## src/rtl/serial_addsub.sv

```systemverilog
// Bit-serial adder/subtractor: one full-adder slice and a carry flip-flop process
// WIDTH-bit operands LSB first under a start/busy/done handshake.
module serial_addsub #(
    parameter int WIDTH = 8,
    parameter int CNT_W = $clog2(WIDTH + 1)
) (
    input  logic             clk,
    input  logic             rst,
    input  logic             start,
    input  logic             sub,
    input  logic [WIDTH-1:0] a,
    input  logic [WIDTH-1:0] b,
    input  logic             cy_in,
    output logic             busy,
    output logic             done,
    output logic [WIDTH-1:0] sum,
    output logic             cy_out,
    output logic             ovf
);

    typedef enum logic [1:0] {
        IDLE = 2'd0,
        RUN  = 2'd1,
        DONE = 2'd2
    } state_t;

    localparam logic [CNT_W-1:0] LAST_BIT = CNT_W'(WIDTH - 1);

    state_t             state_r;
    logic [WIDTH-1:0]   a_sh_r;
    logic [WIDTH-1:0]   b_sh_r;
    logic [WIDTH-1:0]   res_r;
    logic               carry_r;
    logic [CNT_W-1:0]   cnt_r;

    logic               bit_s;
    logic               carry_next_s;
    logic [WIDTH-1:0]   res_next_s;
    logic [WIDTH-1:0]   b_cap_s;
    logic               carry_cap_s;

    function automatic logic majority(input logic x, input logic y, input logic z);
        return (x & y) | (x & z) | (y & z);
    endfunction

    // Full-adder slice plus the operand transform applied at capture (subtract = add ~b with inverted borrow)
    always_comb begin
        bit_s        = a_sh_r[0] ^ b_sh_r[0] ^ carry_r;
        carry_next_s = majority(a_sh_r[0], b_sh_r[0], carry_r);
        res_next_s   = {bit_s, res_r[WIDTH-1:1]};
        b_cap_s      = sub ? ~b : b;
        carry_cap_s  = sub ? ~cy_in : cy_in;
    end

    // Control FSM, serial datapath and registered result outputs
    always_ff @(posedge clk or posedge rst) begin
        if (rst) begin
            state_r <= IDLE;
            a_sh_r  <= '0;
            b_sh_r  <= '0;
            res_r   <= '0;
            carry_r <= 1'b0;
            cnt_r   <= '0;
            busy    <= 1'b0;
            done    <= 1'b0;
            sum     <= '0;
            cy_out  <= 1'b0;
            ovf     <= 1'b0;
        end else begin
            case (state_r)
                IDLE: begin
                    done <= 1'b0;
                    if (start) begin
                        a_sh_r  <= a;
                        b_sh_r  <= b_cap_s;
                        carry_r <= carry_cap_s;
                        cnt_r   <= '0;
                        res_r   <= '0;
                        busy    <= 1'b1;
                        state_r <= RUN;
                    end else begin
                        busy    <= 1'b0;
                        state_r <= IDLE;
                    end
                end
                RUN: begin
                    a_sh_r  <= {1'b0, a_sh_r[WIDTH-1:1]};
                    b_sh_r  <= {1'b0, b_sh_r[WIDTH-1:1]};
                    res_r   <= res_next_s;
                    carry_r <= carry_next_s;
                    if (cnt_r == LAST_BIT) begin
                        // carry_r is the carry into the MSB stage on this cycle
                        sum     <= res_next_s;
                        cy_out  <= carry_next_s;
                        ovf     <= carry_r ^ carry_next_s;
                        busy    <= 1'b0;
                        done    <= 1'b1;
                        state_r <= DONE;
                    end else begin
                        cnt_r   <= cnt_r + CNT_W'(1);
                        busy    <= 1'b1;
                        done    <= 1'b0;
                        state_r <= RUN;
                    end
                end
                DONE: begin
                    done <= 1'b0;
                    if (start) begin
                        a_sh_r  <= a;
                        b_sh_r  <= b_cap_s;
                        carry_r <= carry_cap_s;
                        cnt_r   <= '0;
                        res_r   <= '0;
                        busy    <= 1'b1;
                        state_r <= RUN;
                    end else begin
                        busy    <= 1'b0;
                        state_r <= IDLE;
                    end
                end
                default: begin
                    busy    <= 1'b0;
                    done    <= 1'b0;
                    state_r <= IDLE;
                end
            endcase
        end
    end

endmodule

```

## config.mk

```make
export PLATFORM = sky130hd
export DESIGN_NAME = serial_addsub
export DESIGN_NICKNAME = d
export VERILOG_FILES = /design/src/rtl/serial_addsub.sv
export SDC_FILE = /design/constraint.sdc
export NUM_CORES = 1
export LEC_CHECK = 0
export ABC_CLOCK_PERIOD_IN_PS = 1600
export BUFFER_PORTS_ARGS = -buffer_cell sky130_fd_sc_hd__buf_2
export CAP_MARGIN = 25
export CORE_MARGIN = 1
export CORE_UTILIZATION = 50
export CTS_BUF_LIST = sky130_fd_sc_hd__clkbuf_4
export CTS_CLUSTER_DIAMETER = 200
export CTS_CLUSTER_SIZE = 40
export DETAILED_ROUTE_END_ITERATION = 8
export GPL_ROUTABILITY_DRIVEN = 0
export GPL_TIMING_DRIVEN = 0
export PLACE_DENSITY = 0.78
export SLEW_MARGIN = 40
export SYNTH_ARGS = -nofsm -noshare
export SYNTH_HDL_FRONTEND = slang
export SYNTH_SLANG_ARGS = --single-unit
```

## constraint.sdc

```tcl
create_clock -name clk -period 1.6 [get_ports clk]
set_input_delay 0.16 -clock clk [delete_from_list [all_inputs] [get_ports clk]]
set_output_delay 0.16 -clock clk [all_outputs]
set_load 0.02 [all_outputs]
```

==> flow_metrics.env, run 1 <==
export IMPL_status="completed"
export IMPL_min_path_cells=2
export IMPL_intPower_mw=2.80
export IMPL_clock_power_share_pct=18.7
export IMPL_synth_top_area_share_pct=54.3
export IMPL_final_setup_skew_ps=16.7
export IMPL_grtUsageTotal_pct=22.1
export IMPL_cts_tree="done"
export IMPL_final_nets=221
export IMPL_dp_hpwl_microns=2750
export IMPL_ant_nets=0
export IMPL_worstPathMaxFanout=10
export IMPL_postPlaceCellArea_sq_um=2120
export IMPL_rows=21
export IMPL_cts_made_buffers=5
export IMPL_yosysUniqueCellTypes=27
export IMPL_syn_inst=157
export IMPL_register_area_sq_um=1030
export IMPL_grt_pass1_wl_microns=6660
export IMPL_cp_data_required_time_ps=1850
export IMPL_max_vdd_ir_drop_uv=913
export IMPL_fp_coreArea_sq_um=3470
export IMPL_yosys_cell_count_top_type="dfrtp_1"
export IMPL_finalHoldViolCount=0
export IMPL_total_power_mw=4.44
export IMPL_grt_overflow=0
export IMPL_port_buffers=30
export IMPL_syn_area_sq_um=1890
export IMPL_tightest_slew_ps=534
export IMPL_num_vias=1390
export IMPL_drv_slew=0
export IMPL_power_switching_mw=1.64
export IMPL_die_w_microns=63.5
export IMPL_multi_input_area_sq_um=797
export IMPL_drive_above_1_share_pct=30.2
export IMPL_p_sw_share_pct=37.0
export IMPL_cts_sinks=41
export IMPL_clock_path_buffers=2
export IMPL_setup_viol=0
export IMPL_synth_top_area_cell="dfrtp_1"
export IMPL_io_pins=33
export IMPL_synthTopCellsByArea="dfrtp_1 54%, mux2_1 5.4%, mux2i_1 5.3%, a22o_1 4.2%, nor2b_1 3.6%"
export IMPL_worst_path_largest_cell_delay_ps=420
export IMPL_utilization_pct=65.6
export IMPL_crit_slowest_cell="dfrtp_1"
export IMPL_powerDensity_nw_per_um2=1950
export IMPL_critical_path_cell_chain="ha_2, nand2_4, nor3_4, buf_6, mux2_1"
export IMPL_start_util_pct=54.4
export IMPL_worst_ep_arrival_time_ps=1770
export IMPL_ys_warnings_count=0
export IMPL_p_leak_nw=1.09
export IMPL_clock_fmax_mhz=656
export IMPL_cts_root_buffer="clkbuf_4"
export IMPL_grt_max_degree=23
export IMPL_fillers=286
export IMPL_fp_dieH_microns=63.5
export IMPL_synth_flop_cell="dfrtp_1"
export IMPL_cp_start_kind="flop"
export IMPL_grt_pass1_vias=1408
export IMPL_viasPerCell=5.67
export IMPL_drt_wl_total_microns=3850
export IMPL_async_reset_ff_share_pct=100
export IMPL_rsz0062_at_grt="yes"
export IMPL_hp_class="in -> reg"
export IMPL_avgSynthCellArea_sq_um=12.0
export IMPL_yosysSeqAreaShare_pct=54.3
export IMPL_reg2reg_depth=5
export IMPL_post_drt_wl_per_cell_microns=15.7
export IMPL_first_pass_iters=5
export IMPL_maxCapViolations=0
export IMPL_fin_hold_ws_ps=38.4
export IMPL_n_antenna_cell=0
export IMPL_endpoint_kind="flop"
export IMPL_stdcell_area_sq_um=2280
export IMPL_drc=0
export IMPL_synth_edff_count=0
export IMPL_ys_ff_latch=41
export IMPL_clock_latency_ps=360
export IMPL_synthesis_nets=180
export IMPL_seqPwrFrac_pct=41.9
export IMPL_worstSetupPathType="reg -> reg"
export IMPL_r2r_slack_ps=80
export IMPL_finalCriticalPeriod_ps=1520
export IMPL_period_share_pct=95.2
export IMPL_slew_headroom_pct=64.3
export IMPL_antenna_found_initial=0
export IMPL_drtIter0Drc=46
export IMPL_fp_dieArea_sq_um=4030
export IMPL_syn_to_final_growth_pct=20.5
export IMPL_synth_common_cells="41 x dfrtp_1, 11 x a21oi_1, 11 x nor2b_1, 10 x inv_1, 10 x mux2i_1"
export IMPL_cts_max_level=2
export IMPL_path_clk_slew_ps=120
export IMPL_preCtsSetupSlack_ps=-20.3
export IMPL_setup_ws_ps=76.3
export IMPL_pwr_share_comb_pct=39.4
-- worst max-delay path, delay by kind of cell (launching register included) --
family                     cells  cell delay [ps]
buffers and inverters          1              180
DFF                            1              420
muxes                          1              330
adders and majority gates      1              230
and+or+nand+nor                2              260
-- repair_timing --
item                                   4_1_cts  5_1_grt
gates resized for setup                      2        6
pin swaps                                    0        1
setup endpoints to repair                    6       13
endpoints found under the hold margin       21        0
hold buffers                                 1        0
setup buffers                                0        2
-- flip-flops by register name, summed over array words and instances (netlist names) --
| signal | flops |
|---|---|
| sum | 8 |
| cnt_r | 4 |
| res_r | 7 |
| ovf | 1 |
| carry_r | 1 |
| b_sh_r | 8 |
| cy_out | 1 |
| state_r | 2 |
| done | 1 |
| a_sh_r | 8 |
-- cell families (layout without fill, tap and decap cells) --
group,count (synthesis),in the layout,synth area share (%)
multiplexers,22,22,12.5
AND/OR/NAND/NOR,24,24,7.62
XOR/XNOR,10,10,4.64
AO/OA/AOI/OAI,39,39,14.7
adder cells (fa/ha/maj),2,2,1.72
flip-flops,41,41,54.3
buffers and inverters,19,61,4.51
-- cell type report --
| cell class | instances | area share (%) |
|---|---|---|
| clock inverters | 3 | 2.86 |
| plain buffers | 9 | 2.25 |
| clock buffers | 5 | 1.65 |
| multi-input cells | 97 | 35.0 |
| well taps | 46 | 2.53 |
| repair buffers | 34 | 8.91 |
| inverters | 10 | 1.65 |
| flip-flops and latches | 41 | 45.1 |
-- power groups by stage --
stage / Clock [mW] / Combinational, mW / Sequential, mW
2_1_floorplan: 0 / 1.10 / 1.92
3_3_place_gp: 0 / 1.58 / 1.82
3_5_place_dp: 0 / 1.67 / 1.86
4_1_cts: 0.831 / 1.69 / 1.85
5_1_grt: 0.898 / 1.93 / 1.92
6_report: 0.828 / 1.75 / 1.86
-- per-stage QoR --
stage,std cells,setup TNS [ps]
floorplan,157,0
global placement,233,0
detailed placement,234,-23.7
CTS,243,0
global route,245,-94.8
finish,245,0
-- final timing paths --
kind / startpoint / end
max: cnt_r[0] / sum[3]
min: a[7] / a_sh_r[7]
max reg2reg: cnt_r[0] / sum[3]
min reg2reg: sum[2] / sum[2]
max in group asynchronous: rst / res_r[6]
min in group asynchronous: rst / cnt_r[3]
-- layer usage --
| metal | wire [microns] | track usage (%) | vias up |
|---|---|---|---|
| met4 | 70 | 5.97 | 0 |
| li1 | - | - | 648 |
| met1 | 1740 | 28.2 | 701 |
| met5 | 0 | 0 | - |
| met3 | 137 | 5.98 | 10 |
| met2 | 1900 | 36.7 | 31 |
-- cell usage in the layout (no fill, tap or decap), drive strengths merged --
| master | netlist | routed |
|---|---|---|
| mux2i | 10 | 10 |
| bufinv | 0 | 2 |
| nor3 | 2 | 2 |
| a21o | 1 | 1 |
| clkinv | 0 | 1 |
| nor2b | 11 | 11 |
| o22ai | 3 | 3 |
| or4b | 1 | 1 |
| clkbuf | 0 | 5 |
| ha | 1 | 1 |
| a22o | 9 | 9 |
| a222oi | 5 | 5 |
| nand2 | 5 | 5 |
| a211oi | 7 | 7 |
| dlygate4sd3 | 0 | 1 |
| a21oi | 11 | 11 |
| mux2 | 12 | 12 |
| inv | 10 | 10 |
| dfrtp | 41 | 41 |
| buf | 9 | 42 |
| nand2b | 2 | 2 |
| nand4b | 1 | 1 |
| fa | 1 | 1 |
| xnor2 | 5 | 5 |
| xor2 | 5 | 5 |
| o21ai | 3 | 3 |
| nor2 | 2 | 2 |
Power figures use the tool's default switching activity.
==> inputs of run 2 (changes only) <==
--- a/config.mk
+++ b/config.mk
@@ -5,6 +5,7 @@
 export SDC_FILE = /design/constraint.sdc
 export NUM_CORES = 1
 export LEC_CHECK = 0
+export ABC_AREA = 1
 export ABC_CLOCK_PERIOD_IN_PS = 1600
 export BUFFER_PORTS_ARGS = -buffer_cell sky130_fd_sc_hd__buf_2
 export CAP_MARGIN = 25
@@ -16,7 +17,8 @@
 export DETAILED_ROUTE_END_ITERATION = 8
 export GPL_ROUTABILITY_DRIVEN = 0
 export GPL_TIMING_DRIVEN = 0
-export PLACE_DENSITY = 0.78
+export MAX_ROUTING_LAYER = met4
+export PLACE_DENSITY = 0.79
 export SLEW_MARGIN = 40
 export SYNTH_ARGS = -nofsm -noshare
 export SYNTH_HDL_FRONTEND = slang
==> run 2 against run 1 <==
Flip-flop and latch count is the same. Critical path depth grew 2. Worst hold slack improved by 3.3 ps. Cell area is 1.8% lower. Non-clock buffer count is 2 higher. Sequential power decreased by 7%. Maximum frequency grew 5.1%. Setup slack better by 73 ps. Total power fell by 1.9%. Wire length fell by 7.8%. Largest cell class unchanged. Largest power group is now combinational cells. Highest routed layer unchanged.
==> flow_metrics.env, run 2 <==
export IMPL_path_clk_slew_ps=110
export IMPL_ant_nets=0
export IMPL_grt_overflow=0
export IMPL_fillers=300
export IMPL_syn_inst=217
export IMPL_drv_slew=0
export IMPL_yosysSeqAreaShare_pct=54.5
export IMPL_cp_start_kind="flop"
export IMPL_grt_pass1_wl_microns=6090
export IMPL_powerDensity_nw_per_um2=1950
export IMPL_utilization_pct=64.5
export IMPL_period_share_pct=90.7
export IMPL_antenna_found_initial=0
export IMPL_yosysUniqueCellTypes=23
export IMPL_worstPathMaxFanout=10
export IMPL_status="completed"
export IMPL_ys_warnings_count=0
export IMPL_tns_ps=0
export IMPL_n_antenna_cell=0
export IMPL_tightest_slew_ps=377
export IMPL_start_util_pct=54.3
export IMPL_total_power_mw=4.35
export IMPL_synthTopCellsByArea="dfrtp_1 55%, nand2_1 13%, inv_1 5.6%, o211ai_1 5.6%, nand3_1 3.7%"
export IMPL_yosys_cell_count_top_type="nand2_1"
export IMPL_finalCriticalPeriod_ps=1450
export IMPL_worst_ep_arrival_time_ps=1690
export IMPL_clock_fmax_mhz=689
export IMPL_avgSynthCellArea_sq_um=8.67
export IMPL_drive_above_1_share_pct=22.3
export IMPL_cts_made_buffers=5
export IMPL_synth_edff_count=0
export IMPL_grtUsageTotal_pct=20.2
export IMPL_synth_top_area_share_pct=54.5
export IMPL_maxCapViolations=0
export IMPL_layout_cells_most_common="nand2_1"
export IMPL_clock_path_buffers=2
export IMPL_top_layer_used="met4"
export IMPL_p_leak_nw=1.18
export IMPL_drtIter0Drc=90
export IMPL_viasPerCell=5.04
export IMPL_drc=0
export IMPL_final_setup_skew_ps=4.54
export IMPL_num_vias=1541
export IMPL_synth_flop_cell="dfrtp_1"
export IMPL_cts_root_buffer="clkbuf_4"
export IMPL_hp_class="in -> reg"
export IMPL_final_nets=282
export IMPL_endpoint_kind="flop"
export IMPL_slew_headroom_pct=74.8
export IMPL_wl_met2_microns=1750
export IMPL_drt_wl_total_microns=3550
export IMPL_layout_common_cells="66 x nand2_1, 41 x dfrtp_1, 35 x buf_2, 27 x inv_1, 14 x o211ai_1"
export IMPL_fp_dieArea_sq_um=4010
export IMPL_ys_ff_latch=41
export IMPL_io_pins=33
export IMPL_dp_hpwl_microns=2600
export IMPL_post_drt_wl_per_cell_microns=11.6
export IMPL_fp_coreArea_sq_um=3470
export IMPL_first_pass_iters=4
export IMPL_syn_area_sq_um=1880
export IMPL_setup_viol=0
export IMPL_port_buffers=31
export IMPL_wl_met3_microns=110
export IMPL_cts_tree="done"
export IMPL_rsz0062_at_grt="no"
export IMPL_synth_top_area_cell="dfrtp_1"
export IMPL_rows=21
export IMPL_max_vdd_ir_drop_uv=733
export IMPL_grt_max_degree=27
export IMPL_cp_data_required_time_ps=1840
export IMPL_wl_met1_microns=1630
export IMPL_synth_common_cells="66 x nand2_1, 41 x dfrtp_1, 28 x inv_1, 14 x nand3_1, 14 x o211ai_1"
export IMPL_syn_to_final_growth_pct=18.8
export IMPL_async_reset_ff_share_pct=100
export IMPL_cts_sinks=41
export IMPL_clock_latency_ps=340
export IMPL_worstSetupPathType="reg -> reg"
export IMPL_synthesis_nets=240
export IMPL_reg_top3="a_sh_r x8, b_sh_r x8, sum x8"
export IMPL_finalHoldViolCount=0
export IMPL_fp_dieH_microns=63.4
export IMPL_grt_pass1_vias=1419
export IMPL_cts_max_level=2
export IMPL_die_w_microns=63.4
==> run 2: cell count changes after synthesis, sizes merged, moves of 9 or more <==
cell    previous run  this run
nand3              0        14
o21ai              3        18
mux2              12         0
a21oi             11         1
inv               10        29
mux2i             10         0
a22o               9         0
o211ai             0        14
nor2b             11         0
nand2              5        69
==> run 2: final timing paths <==
kind	slack [ps]	to	cells past startpoint	startpoint
max reg2reg	150	b_sh_r[5]	7	state_r[0]
max	150	b_sh_r[5]	7	state_r[0]
min in group asynchronous	320	cy_out	3	rst
max in group asynchronous	840	a_sh_r[3]	4	rst
min	40	a_sh_r[7]	3	a[7]
min reg2reg	480	cy_out	2	cy_out
==> run 2: metrics by stage <==
stage	setup WS, ps	instance area [sq um]	hold WS, ps	cells
6_report	150	2240	41.7	306
4_1_cts	17.7	2210	37.2	304
3_5_place_dp	44.9	2120	165	295
5_1_grt	19.6	2240	53.1	306
2_1_floorplan	263	1880	304	217
3_3_place_gp	20.0	2090	391	294
==> run 2: cell families (layout without fill, tap and decap cells) <==
group	after synthesis	after routing	synth area share, %
AOI/OAI and AO/OA	40	40	13.0
DFF	41	41	54.5
adders and majority gates	2	2	1.73
and+or+nand+nor	93	93	20.3
buffers and inverters	39	82	9.51
xor gates and xnor gates	2	2	0.931
==> run 2: critical path, stage by stage, from the launching register on <==
cell	delay [ps]
dfrtp_1	490
nand2_2	140
buf_4	180
nand2_2	70
buf_6	140
buf_6	140
o211ai_1	90
nand2_1	80
==> run 2: where the power goes <==
part	internal, mW	switching [mW]
clock	0.342	0.316
sequential	1.49	0.235
combinational	0.793	1.17
==> run 2: final cells by class <==
class                           instances  area, sq um  area share, %
Sequential cell                        41         1030           45.9
Inverter                               29          109           4.87
Clock inverter                          2         33.8           1.51
Clock buffer                            6         45.0           2.01
Tap cell                               46         57.6           2.57
Timing Repair Buffer                   35          208           9.29
Multi-Input combinational cell        137          687           30.7
Buffer                                 10         70.1           3.13
==> run 2: repair_timing <==
action | CTS | global route
buffers inserted | 0 | 2
gates resized for setup | 0 | 2
endpoints found under the hold margin | 15 | 0
hold buffers | 1 | 0
setup endpoints to repair | 0 | 10
==> run 2: per-layer routing <==
metal  vias to the layer above  GRT usage (%)
met5                         -              -
met4                         0           7.67
met3                         8           4.35
met2                        30           32.6
met1                       721           24.8
li1                        782              -
